`config.mk`:
```
export PLATFORM = sky130hd
export DESIGN_NAME = uart_tx_cfg
export DESIGN_NICKNAME = d
export VERILOG_FILES = /design/src/rtl/uart_tx_cfg.sv
export SDC_FILE = /design/constraint.sdc
export NUM_CORES = 1
export LEC_CHECK = 0
export CORE_ASPECT_RATIO = 1.75
export CORE_MARGIN = 2
export CORE_UTILIZATION = 41
export CTS_CLUSTER_SIZE = 40
export DETAILED_ROUTE_END_ITERATION = 8
export DONT_BUFFER_PORTS = 1
export PLACE_DENSITY = 0.54
export SLEW_MARGIN = 40
export SYNTH_ARGS = -nofsm -noshare
export SYNTH_HDL_FRONTEND = slang
export SYNTH_SLANG_ARGS = --single-unit
```
`constraint.sdc`:
```
create_clock -name sys_clk -period 2.2 [get_ports sys_clk]
set_input_delay 0.33 -clock sys_clk [delete_from_list [all_inputs] [get_ports sys_clk]]
set_output_delay 0.33 -clock sys_clk [all_outputs]
set_load 0.005 [all_outputs]
```
`src/rtl/uart_tx_cfg.sv`:
```
// Configurable UART transmitter: 5..9 data bits, optional odd/even parity, 1 or 2 stop bits.
// Words are taken with a valid/ready handshake, and the serial line is driven from a register.
module uart_tx_cfg #(
  parameter int UART_BPS  = 'd9600,
  parameter int CLK_FREQ  = 'd50_000_000,
  parameter int DATA_BITS = 8,
  parameter int PARITY    = 0,
  parameter int STOP_BITS = 1
) (
  input  logic                 sys_clk,
  input  logic                 sys_rst_n,
  input  logic                 pi_valid,
  input  logic [DATA_BITS-1:0] pi_data,
  output logic                 pi_ready,
  output logic                 tx,
  output logic                 tx_busy,
  output logic                 tx_done
);

  localparam int BAUD_CNT_MAX = CLK_FREQ / UART_BPS;
  localparam int BAUD_W       = (BAUD_CNT_MAX > 1) ? $clog2(BAUD_CNT_MAX) : 1;
  localparam int BIT_W        = $clog2(DATA_BITS);
  localparam logic [BAUD_W-1:0] BAUD_LAST = BAUD_W'(BAUD_CNT_MAX - 1);
  localparam logic [BIT_W-1:0]  DATA_LAST = BIT_W'(DATA_BITS - 1);
  localparam logic [BIT_W-1:0]  STOP_LAST = BIT_W'(STOP_BITS - 1);

  generate
    if (DATA_BITS < 5 || DATA_BITS > 9) begin : g_bad_data_bits
      $error("uart_tx_cfg: DATA_BITS must be in 5..9");
    end
    if (PARITY < 0 || PARITY > 2) begin : g_bad_parity
      $error("uart_tx_cfg: PARITY must be 0, 1 or 2");
    end
    if (STOP_BITS < 1 || STOP_BITS > 2) begin : g_bad_stop_bits
      $error("uart_tx_cfg: STOP_BITS must be 1 or 2");
    end
    if (BAUD_CNT_MAX < 1) begin : g_bad_baud
      $error("uart_tx_cfg: CLK_FREQ must be at least UART_BPS");
    end
  endgenerate

  typedef enum logic [2:0] {
    S_IDLE,
    S_START,
    S_DATA,
    S_PAR,
    S_STOP
  } state_e;

  state_e                 state_q, state_d;
  logic [BAUD_W-1:0]      baud_cnt_q, baud_cnt_d;
  logic [BIT_W-1:0]       bit_cnt_q, bit_cnt_d;
  logic [DATA_BITS-1:0]   shift_q, shift_d;
  logic                   parity_q, parity_d;
  logic                   tx_q, tx_d;
  logic                   baud_end;

  assign baud_end = (baud_cnt_q == BAUD_LAST);
  assign pi_ready = (state_q == S_IDLE);
  assign tx_busy  = (state_q != S_IDLE);
  assign tx       = tx_q;

  always_ff @(posedge sys_clk or negedge sys_rst_n) begin
    if (!sys_rst_n) begin
      state_q    <= S_IDLE;
      baud_cnt_q <= '0;
      bit_cnt_q  <= '0;
      shift_q    <= '0;
      parity_q   <= 1'b0;
      tx_q       <= 1'b1;
    end else begin
      state_q    <= state_d;
      baud_cnt_q <= baud_cnt_d;
      bit_cnt_q  <= bit_cnt_d;
      shift_q    <= shift_d;
      parity_q   <= parity_d;
      tx_q       <= tx_d;
    end
  end

  always_comb begin
    state_d    = state_q;
    baud_cnt_d = baud_cnt_q;
    bit_cnt_d  = bit_cnt_q;
    shift_d    = shift_q;
    parity_d   = parity_q;
    if (state_q != S_IDLE) begin
      baud_cnt_d = baud_end ? '0 : baud_cnt_q + BAUD_W'(1);
    end
    case (state_q)
      S_IDLE: begin
        baud_cnt_d = '0;
        bit_cnt_d  = '0;
        if (pi_valid) begin
          state_d = S_START;
          shift_d = pi_data;
        end
      end
      S_START: begin
        // The latched word is intact here, before any shifting starts.
        parity_d = ^shift_q;
        if (baud_end) begin
          state_d   = S_DATA;
          bit_cnt_d = '0;
        end
      end
      S_DATA: begin
        if (baud_end) begin
          shift_d = shift_q >> 1;
          if (bit_cnt_q == DATA_LAST) begin
            state_d   = (PARITY != 0) ? S_PAR : S_STOP;
            bit_cnt_d = '0;
          end else begin
            bit_cnt_d = bit_cnt_q + BIT_W'(1);
          end
        end
      end
      S_PAR: begin
        if (baud_end) begin
          state_d   = S_STOP;
          bit_cnt_d = '0;
        end
      end
      S_STOP: begin
        if (baud_end) begin
          if (bit_cnt_q == STOP_LAST) begin
            state_d   = S_IDLE;
            bit_cnt_d = '0;
          end else begin
            bit_cnt_d = bit_cnt_q + BIT_W'(1);
          end
        end
      end
      default: state_d = S_IDLE;
    endcase
  end

  // The line level follows the next state so the first start-bit clock directly follows acceptance.
  always_comb begin
    tx_d    = 1'b1;
    tx_done = (state_q == S_STOP) && baud_end && (bit_cnt_q == STOP_LAST);
    case (state_d)
      S_START: tx_d = 1'b0;
      S_DATA:  tx_d = shift_d[0];
      S_PAR:   tx_d = (PARITY == 2) ? parity_q : ~parity_q;
      default: tx_d = 1'b1;
    endcase
  end

endmodule

```
Yosys cells after proc, flatten, opt, wreduce, memory -nomap -nowiden
Cells that the tools add are included.
{"block": "totals", "inputBits": 11, "out_inout_bits": 4, "regBits": 29, "word_cells": 56}
{"block": "classes", "n_reduce_logical": 12, "n_bitwise": 1, "n_addsub": 2, "n_eq_ne": 13, "n_mux": 21}
{"cell": "$mux 13", "n": 3}
{"cell": "$mux 3", "n": 12}
{"cell": "$mux 8", "n": 2}
{"cell": "$pmux 8 s2", "n": 1}
{"cell": "$pmux 3 s5", "n": 1}
{"cell": "$add 13x1->13 const B", "n": 1}
{"cell": "$eq 13x13->1 const B", "n": 1}
{"cell": "$eq 3x2->1 const B", "n": 4}
{"cell": "$pmux 3 s4", "n": 1}
{"cell": "$reduce_xor 8->1", "n": 1}
{"cell": "$eq 3x1->1 const B", "n": 2}
{"cell": "$eq 3x3->1 const B", "n": 2}
{"cell": "$logic_not 3->1", "n": 2}
{"cell": "$ne 2x2->1 const B", "n": 3}
{"cell": "$reduce_and 4->1", "n": 1}
{"cell": "$reduce_bool 2->1", "n": 2}
{"cell": "$reduce_bool 4->1", "n": 1}
{"cell": "$add 3x1->3 const B", "n": 1}
{"cell": "$pmux 1 s3", "n": 1}
{"cell": "$reduce_and 3->1", "n": 1}
{"cell": "$reduce_bool 3->1", "n": 1}
{"cell": "$logic_and 1x1->1", "n": 2}
{"cell": "$ne 2x1->1 const B", "n": 1}
{"cell": "$reduce_or 2->1", "n": 1}
{"cell": "$not 1->1", "n": 1}

Depth between registers and ports, before layout
Gate-level depths: netlist of the first run.
{"block": "depth", "ltp_word": 6, "ltp_mapped": 9, "depth_no_buf": 7}

Worst setup path after synthesis of the first run
OpenSTA, ideal clock, no wires.
{"block": "synth_timing", "kind": "register to register", "from": "reg baud_cnt_q[0]", "to": "reg tx_q, in the netlist tx", "setup_time_ps": 82, "synth_period_minus_slack_ps": 1717, "stages_incl_launch_ff": 7, "t_required_ps": 2118, "path_buffers": 0, "t_arrival_ps": 1635, "setup_slack_ps": 483, "cell_sequence": "dfrtp_1 > ha_1 > and4bb_4 > and3_1 > a32oi_2 > o211ai_1 > a211o_1"}
{"block": "synth_between", "elab_chain_cells": 5, "word_cells_on_any_way": 12, "classes_between": "eq/ne: 4; mux: 8"}
{"item": "from (decl)", "line": "51", "rtl": "logic [BAUD_W-1:0] baud_cnt_q, baud_cnt_d;"}
{"item": "from (signal assigned)", "line": "73", "rtl": "baud_cnt_q <= baud_cnt_d;"}
{"item": "$eq 13x13->1 (*)", "line": "58", "rtl": "assign baud_end = (baud_cnt_q == BAUD_LAST);"}
{"item": "$mux 3 (on tied branches)"}
{"item": "$pmux 3 s5", "line": "90", "rtl": "case (state_q)"}
{"item": "$eq 3x2->1 or $eq 3x1->1 (tied branches)", "line": "142", "rtl": "case (state_d)"}
{"item": "$pmux 1 s3 (*)", "line": "142"}
{"item": "named net tx_d", "line": "55", "rtl": "logic tx_q, tx_d;"}
{"item": "to (signal assigned)", "line": "77", "rtl": "tx_q <= tx_d;"}
{"item": "to (decl)", "line": "55"}
The timed path passes the listed nets; every way through them passes the cells marked *. The select of a mux whose other input is x is not followed.
A chain may end at the register's enable or synchronous reset.

Final worst setup path of the first run
{"block": "layout_timing", "from": "reg baud_cnt_q[0]", "to": "out tx_done"}
{"block": "layout_between", "elab_chain_cells": 3}
{"item": "$eq 13x13->1", "line": "58"}
{"item": "$logic_and 1x1->1 (2 in a row)", "line": "141", "rtl": "tx_done = (state_q == S_STOP) && baud_end && (bit_cnt_q == STOP_LAST);"}
{"item": "to (decl)", "line": "17", "rtl": "output logic tx_done"}
No other way between the ends.

==> impl_metrics.yaml, run 1 <==
outcome:
  outcome: "completed"
synth:
  yosysTopAreaCell: "dfrtp_1"
  synth.area.top_cells: "dfrtp_1 (43%), xnor2_1 (6.4%), nor2_1 (3.9%)"
  ys.flop_type: "dfrtp_1"
  ys_seq_elements: 29
  synth_top_cell_area_share_pct: 42.7
  syn-num-nets: 178
  syn_area_per_cell_sq_um: 10.1
  synth-warning-count: 0
  syn-cell-area_sq_mm: 0.00164
  synth_edf_count: 0
  syn_inst: 163
  yosysUniqueCellTypes: 45
  synth-async-reset-ratio_pct: 100
  synth-seq-area-share_pct: 44.3
power:
  ir_worst_vdd_v: 0.000439
  power_leakage_nw: 0.789
  p_per_area_mw_per_mm2: 834
layout:
  drive_gt1_share_pct: 14.4
  final_nets: 181
  multi_input_area_sq_um: 843
  fillerInstances: 381
  area.sequential_sq_um: 727
  antenna_cells: 0
  area_growth_pct: 8.16
floorplanning:
  die-area_sq_mm: 0.00455
  die_w_microns: 51.8
  core_area_sq_mm: 0.00387
  fp.dieH_microns: 87.7
  initial_core_util_pct: 42.5
  io_pins: 15
  fp-row-count: 30
clock_network:
  root_buffer: "clkbuf_8"
  insertion_delay_ps: 280
  cts_sinks: 29
  cts_tree: "built"
  htree_levels: 2
  clockBufferDepth: 2
  cts_resized: 0
  path_clk_slew_ps: 70
  numCtsBuffers: 5
worst_setup_path:
  critPathSlowestCell: "dfrtp_1"
  cp_max_fo: 15
  crit_type: "flop to output pin"
  start_kind: "flop"
  slowest_delay_ps: 400
  critical_path_buf_inv_count: 0
  critical_path_required_ps: 1870
  end_kind: "output pin"
  crit_family: "simple AND/OR/NAND/NOR gates"
  path_cells: "ha_1 > and4bb_4 > nand3_4 > nor3_1"
  critPathArrivalTime_ps: 1690
timing:
  setup_viol: 0
  post-route-min-period_ps: 2020
  max_slew_margin_pct: 73.5
  timing.final.crit_share_pct: 91.9
  slew_viol_final: 0
  rsz0062_at_grt: "false"
  hold_viol_final: 0
  setup_tns_ps: 0
  layout_setup_ws_ps: 178
  worstMarginPinSlew_ps: 395
  finalClockSkew_ps: 7.23
  fmax_mhz: 494
global_route:
  grt_usage_pct: 17.8
  grt_overflow: 0
  grt_pass1_wl_mm: 5.91
  grt_pass1_vias: 1234
  antenna_found_initial: 0
  grt_max_degree: 30
placement:
  io_buffers: 0
  gp_congestion: 0.793
  hpwl_mm: 2.54
  pre_cts_ws_ps: 239
worst_hold_path:
  min_path_type: "primary input to flop"
detailed_routing:
  drtIter0Drc: 32
  avgViaCountPerCell: 5.58
  route.detailed.drc: 0
  drt_first_pass_iters: 4
  wirelength_mm: 3.49
  routedWlPerCell_microns: 16.2
  antenna_left: 0
  vias: 1199
flow_run:
  cap_violations: 0
==> registers in the layout, summed over array words and instances, names as in the netlist <==
| register | count |
|---|---|
| bit_cnt_q | 3 |
| state_q | 3 |
| shift_q | 8 |
| baud_cnt_q | 13 |
| parity_q | 1 |
| tx | 1 |
==> area by class of cell <==
cell class / instances / area share, %
repair buffers: 3 / 2.11
well taps: 48 / 3.38
multi-input cells: 121 / 47.5
clock inverters: 2 / 0.564
clock buffers: 6 / 4.09
flip-flops and latches: 29 / 40.9
inverters: 6 / 1.41
==> stage by stage <==
step	std cells	total power [W]	area, sq um	hold slack (ps)	utilization [%]
2_1_floorplan	163	0.000982	1640	34.4	-
4_1_cts	215	0.00151	1780	155	45.9
5_1_grt	215	0.00158	1780	161	45.9
3_3_place_gp	205	0.00104	1660	35.2	43.0
6_report	215	0.00148	1780	158	45.9
3_5_place_dp	205	0.00105	1660	35.3	43.0
==> placed cells by master, fill, tap and decap left out, drive strengths merged, types with 2 or more instances in the layout <==
| cell type | synthesis | layout |
|---|---|---|
| a21oi | 4 | 4 |
| o21ai | 8 | 8 |
| xnor2 | 12 | 12 |
| and3 | 2 | 2 |
| or3 | 2 | 2 |
| nand2 | 14 | 14 |
| a21o | 7 | 7 |
| nor3 | 3 | 3 |
| a22o | 6 | 6 |
| and4 | 2 | 2 |
| nand3 | 6 | 6 |
| clkbuf | 0 | 6 |
| dfrtp | 28 | 28 |
| clkinv | 0 | 2 |
| ha | 4 | 4 |
| nor2 | 18 | 18 |
| a32oi | 2 | 2 |
| buf | 7 | 2 |
| nand3b | 2 | 2 |
| nand4 | 2 | 2 |
| nand2b | 6 | 6 |
| xor2 | 5 | 5 |
| or2 | 2 | 2 |
| and4bb | 3 | 3 |
| inv | 6 | 6 |
==> layer usage <==
metal	up-vias	GRT usage [%]	routed length, microns
met5	-	0	0
met1	590	20.0	1300
met4	0	8.37	100
li1	578	-	-
met3	8	4.10	134
met2	23	31.0	1950
==> where the power goes <==
group / internal (W) / switching [W] / leakage [nW]
combinational: 0.000174 / 0.000150 / 0.366
clock: 0.000219 / 0.000206 / 0.0450
sequential: 0.000629 / 0.000103 / 0.378
==> synth_stat cells, drive strengths merged (2+ instances only) <==
library cell and count:
or2 2, nand3b 2, nand2b 6, ha 4
nor2 18, a32oi 2, a22o 6, nor3 3
inv 6, nand3 6, and4bb 3, buf 7
nand2 14, o21ai 8, and4 2, xor2 5
and3 2, nand4 2, or3 2, a21oi 4
a21o 7, xnor2 12, dfrtp 28
==> path summary, 6_finish.rpt <==
path,from,endpoint,slack (ps),cells after the start
worst max-delay path,baud_cnt_q[0]$_DFF_PN0_,tx_done,180,4
worst min-delay path,pi_data[7],shift_q[7]$_DFFE_PN0P_,160,2
worst max register to register,state_q[1]$_DFF_PN0_,tx$_DFF_PN1_,220,5
worst min register to register,parity_q$_DFFE_PN0P_,parity_q$_DFFE_PN0P_,490,2
max in group asynchronous,sys_rst_n,tx$_DFF_PN1_,1480,2
min in group asynchronous,sys_rst_n,baud_cnt_q[4]$_DFF_PN0_,490,2
==> worst reg2reg max path: cells and delay by family (launching register included) <==
family          cells  cell delay, ps
flops               1             530
compound gates      2             510
simple gates        3             860
==> logic make-up (layout without fill, tap and decap cells) <==
kind of cell	count (synthesis)	after routing	share of synthesized area (%)
simple gates	63	63	22.0
compound gates	36	36	16.5
flops	29	29	44.3
xor+xnor	17	17	9.07
buf+inv	13	17	4.34
fa+ha+maj	4	4	3.05
mux	1	1	0.686
==> what timing repair did <==
action / in CTS / in global routing
hold buffers: 2 / 0
hold endpoints to repair: 29 / 0
buffers inserted: 0 / 0
No activity file was read; power rests on OpenSTA's default activity.
==> inputs of run 2 (changes only) <==
--- a/config.mk
+++ b/config.mk
@@ -8,6 +8,7 @@
 export CORE_ASPECT_RATIO = 1.75
 export CORE_MARGIN = 2
 export CORE_UTILIZATION = 41
+export CTS_CLUSTER_DIAMETER = 200
 export CTS_CLUSTER_SIZE = 40
 export DETAILED_ROUTE_END_ITERATION = 8
 export DONT_BUFFER_PORTS = 1
==> results of run 2 <==
Same layout as run 1: the final DEF is identical, and so are final timing and power.
